## src/rtl/serial_subtractor.sv

```systemverilog
// Bit-serial unsigned subtractor: computes (a - b) mod 2^WIDTH one bit per clock, LSB first,
// with a final borrow flag and a one-cycle done pulse.
module serial_subtractor #(
    parameter int unsigned WIDTH = 8
) (
    input  logic             clk,
    input  logic             rst_n,
    input  logic             start,
    input  logic [WIDTH-1:0] a,
    input  logic [WIDTH-1:0] b,
    output logic [WIDTH-1:0] diff,
    output logic             borrow_out,
    output logic             busy,
    output logic             done
);

    localparam int unsigned CW = (WIDTH > 1) ? $clog2(WIDTH) : 1;
    localparam logic [CW-1:0] LAST_BIT = CW'(WIDTH - 1);

    typedef enum logic [1:0] {
        S_IDLE  = 2'd0,
        S_SHIFT = 2'd1,
        S_DONE  = 2'd2
    } state_t;

    state_t           r_state;
    logic [WIDTH-1:0] r_a;
    logic [WIDTH-1:0] r_b;
    logic [WIDTH-1:0] r_res;
    logic             r_br;
    logic [CW-1:0]    r_cnt;

    logic             w_d;
    logic             w_br_next;
    logic [WIDTH-1:0] w_res_next;

    // Full-subtractor cell on the current operand LSBs
    assign w_d        = r_a[0] ^ r_b[0] ^ r_br;
    assign w_br_next  = (~r_a[0] & r_b[0]) | (~(r_a[0] ^ r_b[0]) & r_br);
    assign w_res_next = {w_d, r_res[WIDTH-1:1]};

    always_ff @(posedge clk or negedge rst_n) begin
        if (!rst_n) begin
            r_state    <= S_IDLE;
            r_a        <= '0;
            r_b        <= '0;
            r_res      <= '0;
            r_br       <= 1'b0;
            r_cnt      <= '0;
            diff       <= '0;
            borrow_out <= 1'b0;
            busy       <= 1'b0;
            done       <= 1'b0;
        end else begin
            done <= 1'b0;
            case (r_state)
                S_IDLE: begin
                    if (start) begin
                        r_a     <= a;
                        r_b     <= b;
                        r_res   <= '0;
                        r_br    <= 1'b0;
                        r_cnt   <= '0;
                        busy    <= 1'b1;
                        r_state <= S_SHIFT;
                    end
                end
                S_SHIFT: begin
                    r_a   <= r_a >> 1;
                    r_b   <= r_b >> 1;
                    r_br  <= w_br_next;
                    r_res <= w_res_next;
                    // Outputs are published only on the final bit so they never show partial results
                    if (r_cnt == LAST_BIT) begin
                        diff       <= w_res_next;
                        borrow_out <= w_br_next;
                        busy       <= 1'b0;
                        done       <= 1'b1;
                        r_state    <= S_DONE;
                    end else begin
                        r_cnt <= r_cnt + CW'(1);
                    end
                end
                S_DONE: begin
                    r_state <= S_IDLE;
                end
                default: begin
                    r_state <= S_IDLE;
                    busy    <= 1'b0;
                end
            endcase
        end
    end

endmodule

```

## config.mk

```make
export PLATFORM = sky130hd
export DESIGN_NAME = serial_subtractor
export DESIGN_NICKNAME = d
export VERILOG_FILES = /design/src/rtl/serial_subtractor.sv
export SDC_FILE = /design/constraint.sdc
export NUM_CORES = 1
export LEC_CHECK = 0
export CAP_MARGIN = 25
export CORE_MARGIN = 2
export CORE_UTILIZATION = 55
export CTS_CLUSTER_SIZE = 28
export DETAILED_ROUTE_END_ITERATION = 16
export GPL_ROUTABILITY_DRIVEN = 0
export PLACE_DENSITY = 0.88
export SYNTH_ARGS = -nofsm -noshare
export SYNTH_HDL_FRONTEND = slang
export SYNTH_SLANG_ARGS = --single-unit
```

## constraint.sdc

```tcl
create_clock -name clk -period 3.1 [get_ports clk]
set_input_delay 0.465 -clock clk [delete_from_list [all_inputs] [get_ports clk]]
set_output_delay 0.465 -clock clk [all_outputs]
set_load 0.05 [all_outputs]
```

# After elaboration in Yosys (flattened, before gate mapping)
# Cells that the tools add are included.
dict set report totals {
  ff_bits 41
  input_bits 19
  output_inout_bits 11
  elab_cells 51
}
dict set report op_classes {
  addsub 1
  eq_ne 6
  n_mux 19
  bitwise_logic 8
  reduce_logical 7
}
# operator n
set ops {}
lappend ops {{$pmux 8 s2} 3}
lappend ops {{$mux 8} 3}
lappend ops {{$mux 3} 2}
lappend ops {{$ne 2x2->1 const B} 3}
lappend ops {{$pmux 3 s2} 1}
lappend ops {{$reduce_and 2->1} 3}
lappend ops {{$reduce_and 3->1} 2}
lappend ops {{$mux 1} 5}
lappend ops {{$mux 2} 2}
lappend ops {{$pmux 2 s2} 1}
lappend ops {{$add 3x1->3 const B} 1}
lappend ops {{$eq 3x3->1 const B} 1}
lappend ops {{$not 1->1} 3}
lappend ops {{$pmux 1 s3} 1}
lappend ops {{$and 1x1->1} 2}
lappend ops {{$eq 2x1->1 const B} 1}
lappend ops {{$eq 2x2->1 const B} 1}
lappend ops {{$logic_not 2->1} 1}
lappend ops {{$pmux 1 s2} 1}
lappend ops {{$reduce_bool 2->1} 1}
lappend ops {{$xor 1x1->1} 2}
lappend ops {{$or 1x1->1} 1}

# Longest topological paths before layout
dict set report logic_depth {
  depth_word 5
  mapped_depth 6
}

# Least setup slack after synthesis
# OpenSTA, ideal clock, no wires.
dict set report synth_path {
  kind {register to register}
  start {reg r_cnt[0]}
  end {reg diff[0]}
  setup_ns 0.128
  arrival_time_ns 1.416
  slack_ns 1.557
  path_stages_with_launch 6
  n_path_buf 1
  synth_period_minus_slack_ns 1.543
  path_cell_list {dfrtp_1 > ha_1 > ha_1 > nand3b_2 > buf_2 > mux2_1}
}
dict set report synth_via {
  elab_chain_len 2
}
# element line_no
set synth_lines {}
lappend synth_lines {{from (decl)} 31} ;# logic [CW-1:0] r_cnt;
lappend synth_lines {{from (signal assigned)} 81} ;# r_cnt <= r_cnt + CW'(1);
lappend synth_lines {{$eq 3x3->1} 74} ;# if (r_cnt == LAST_BIT) begin
lappend synth_lines {{$reduce_and 2->1 (no line)} -}
lappend synth_lines {{to (signal assigned)} 75} ;# diff <= w_res_next;
lappend synth_lines {{to (decl)} 11} ;# output logic [WIDTH-1:0] diff,
# Every way passes these cells.
# A chain may end at the register's enable or synchronous reset.

# Worst setup path in the final report
dict set report layout_path {
  start {reg busy}
  end {out busy}
}
# element line_no
set layout_rtl {}
lappend layout_rtl {{from (decl)} 13} ;# output logic busy,
lappend layout_rtl {{from (signal assigned)} 52} ;# busy <= 1'b0;
lappend layout_rtl {{from (signal assigned)} 64} ;# busy <= 1'b1;
lappend layout_rtl {{from (signal assigned)} 77} ;# busy <= 1'b0;
# No word-level cell between the ends.

==> run summary <==
Vias per Instance: 5.847
Ant diodes: 0
Worst-path cell chain: clkdlybuf4s50_1
Max-Cap Viols: 0
Slowest stage delay, CP: 810 ps
Clk sinks: 40
Hold Crit Class: input pin to async pin
Clk root buf: clkbuf_4
Worst-Skew Late Latency: 350 ps
I/O Buffers: 29
Period utilization: 0.6470
Worst setup margin: 1094 ps
R2r setup slk: 1460 ps
Critical path data required time: 2630 ps
Final hold vios: 0
Clock Power Share: 0.153
Count of different cell masters after synthesis: 30
Top cells by area, synth: dfrtp_1 (56%), nor3_1 (6.7%), a22o_1 (5.8%), o22ai_1 (4.5%), mux2_1 (3.7%)
Fin Setup TNS: 0 ps
Synthesized net count: 182
RR Endpoint: diff[5]
Synth area leader: dfrtp_1
Initial antenna violation count: 0
Switching portion of total power: 0.4040
FILL cells: 249
Die H: 61.26 um
Crit path DAT: 1540 ps
GRT overflow: 0
Buf+Inv Stages, Crit Path: 1
CTS tree: done
Worst slew pin tran: 869.4 ps
Slew Limit Fails: 0
Synthesized area per cell: 11.34 um^2
Gr usage total: 0.2116
Number of global-route vias before repair: 1268
Post-route antenna net violation count: 0
Critical path launch point type: flip-flop
Final setup violation count: 0
Sequential element share of the synthesized area: 0.5552
Core box area: 3078 um^2
Unrepaired setup endpoints after global routing: no
Synth top area share: 0.5552
CTS Buf Count: 5
Routed WL: 3407 um
Register area: 1001 um^2
Synth Instances: 159
Core Rows: 20
FF-to-FF Start: r_cnt[0]
Wire per inst: 14.88 um
PostCTS Resize Cnt: 0
Flop pwr share: 0.415
Proportion of power drawn by combinational gates: 0.432
I/O pins: 30
Synth Cell Area: 1803 um^2
Max clock buf depth: 2
Internal power: 0.001341 W
Slowest library cell on the worst path: clkdlybuf4s50_1
Maximum VDD drop: 0.0005872 V
Area occupied by multi-input gates: 696.9 um^2
Nets: 207
HPWL Detailed: 2380 um
Share of layout cells above drive strength 1: 0.1027
NetSw: 0.0009089 W
Worst Path Max Fanout: 3
Setup bufs post-CTS: 0
Worst-path clk slew: 130 ps
Initial Util: 0.5858
Area delta synth->final: 19.36%
Outcome: finished, final reports clean
Die W: 61.26 um
Starting DRT DRC Count: 70
Fmax: 498.6 MHz
Largest net degree at the start of global routing: 41
CP Class: flip-flop to primary output
DIE AREA: 3752 um^2
DR vias: 1339
Global-route wire length before repair: 5678 um
Register bit total from synthesis: 40
PwrDens: 1046 nW/um^2
Worst Setup End Kind: primary output
Tmin final: 2006 ps
CTS hold repair buffers: 0
H-tree depth: 2
DRT Pass-1 Iters: 4
Residual DRC count: 0
Cell family with most CP delay: buffers and inverters
Yosys Warn Count: 0
Clock Skew: 8.346 ps
Slew headroom: 0.4204
Post-Place Worst Slack: 885.1 ps
Pleak: 0.9447 nW
Reg2Reg Depth: 4
==> cells in the final DEF (no fill, tap or decap), drive strengths merged, types with 2 or more instances in the layout <==
cell type      Yosys  final
clkbuf             1      5
nand2              5      5
nor2              10     10
nand2b             2      2
a22o              12     12
o32ai              5      5
ha                 3      3
clkdlybuf4s50      0     28
mux2               9      9
o22ai             13     13
dfrtp             40     40
buf               11      2
o21ai              8      8
nor3              24     24
inv                7      7
==> how the worst max path moves through the flow <==
stage                           to  slack, ps  cells after the start     start
final                         busy       1090                      1      busy
after floorplan            diff[0]       1560                      5  r_cnt[0]
after global routing       diff[3]       1040                      1   diff[3]
after global placement    r_cnt[0]        960                      3     start
after CTS                  diff[6]       1070                      1   diff[6]
after detailed placement  r_cnt[2]        890                      3     start
==> synth_stat cells <==
library cell and instances:
dfrtp_1 40, a22o_1 12, a21oi_1 1, inv_2 1, mux2i_1 1, buf_4 3, nand3b_2 1, nand2b_4 1
or2_2 1, nor2_1 10, o32ai_1 5, nand2_1 5, buf_6 2, nor3_1 24, mux2_2 3, clkbuf_1 1
mux2_1 6, ha_1 3, and2b_1 1, inv_1 6, buf_2 6, o22ai_1 13, o21ai_1 1, o21ai_2 1
nand2b_1 1, o21ai_0 6, o21bai_1 1, fa_1 1, nor2b_1 1, or4b_4 1
==> logic make-up after synthesis <==
group,count (synthesis),synth area share
buffers and inverters,19,0.05829
and+or+nand+nor,46,0.1339
AOI/OAI and AO/OA,40,0.1589
adders and majority gates,4,0.03192
muxes,10,0.06176
DFF,40,0.5552
==> registers in the layout (all words and copies together) (netlist names) <==
| signal | count |
|---|---|
| done | 1 |
| r_b | 8 |
| r_state | 2 |
| r_a | 8 |
| r_res | 7 |
| borrow_out | 1 |
| diff | 8 |
| r_cnt | 3 |
| r_br | 1 |
| busy | 1 |
==> stage by stage <==
| step | hold slack (ps) | utilization | power, W | instance area (um^2) | std cells |
|---|---|---|---|---|---|
| 2_1_floorplan | 169.4 | - | 0.001660 | 1803 | 159 |
| 3_3_place_gp | 471.4 | 0.6732 | 0.001856 | 2072 | 221 |
| 3_5_place_dp | 473.1 | 0.6732 | 0.001925 | 2072 | 221 |
| 4_1_cts | 237.9 | 0.6992 | 0.002261 | 2152 | 229 |
| 5_1_grt | 274.1 | 0.6992 | 0.002398 | 2152 | 229 |
| 6_report | 211.7 | 0.6992 | 0.002250 | 2152 | 229 |
==> routing by layer <==
metal / vias up / global-route usage / share of wire
li1: 636 / - / -
met1: 649 / 0.2583 / 0.44
met2: 49 / 0.3556 / 0.50
met3: 5 / 0.04412 / 0.043
met4: 0 / 0.1056 / 0.012
met5: - / 0 / 0
==> layout make-up <==
class | count | share of cell area
sequential | 40 | 0.4651
timing repair buffer | 30 | 0.1360
inverter | 7 | 0.01221
clock buffer | 5 | 0.01744
clock inverter | 3 | 0.01977
tap | 44 | 0.02558
multi-input combinational | 100 | 0.3238
==> power groups by stage <==
stage	logic [W]	registers, W	clock network [W]
after floorplan	0.000566	0.00109	0
after global placement	0.000930	0.000926	0
after detailed placement	0.000980	0.000945	0
after CTS	0.000979	0.000933	0.000349
after global routing	0.00106	0.000964	0.000369
final	0.000972	0.000933	0.000345
No activity file was read; power rests on OpenSTA's default activity.
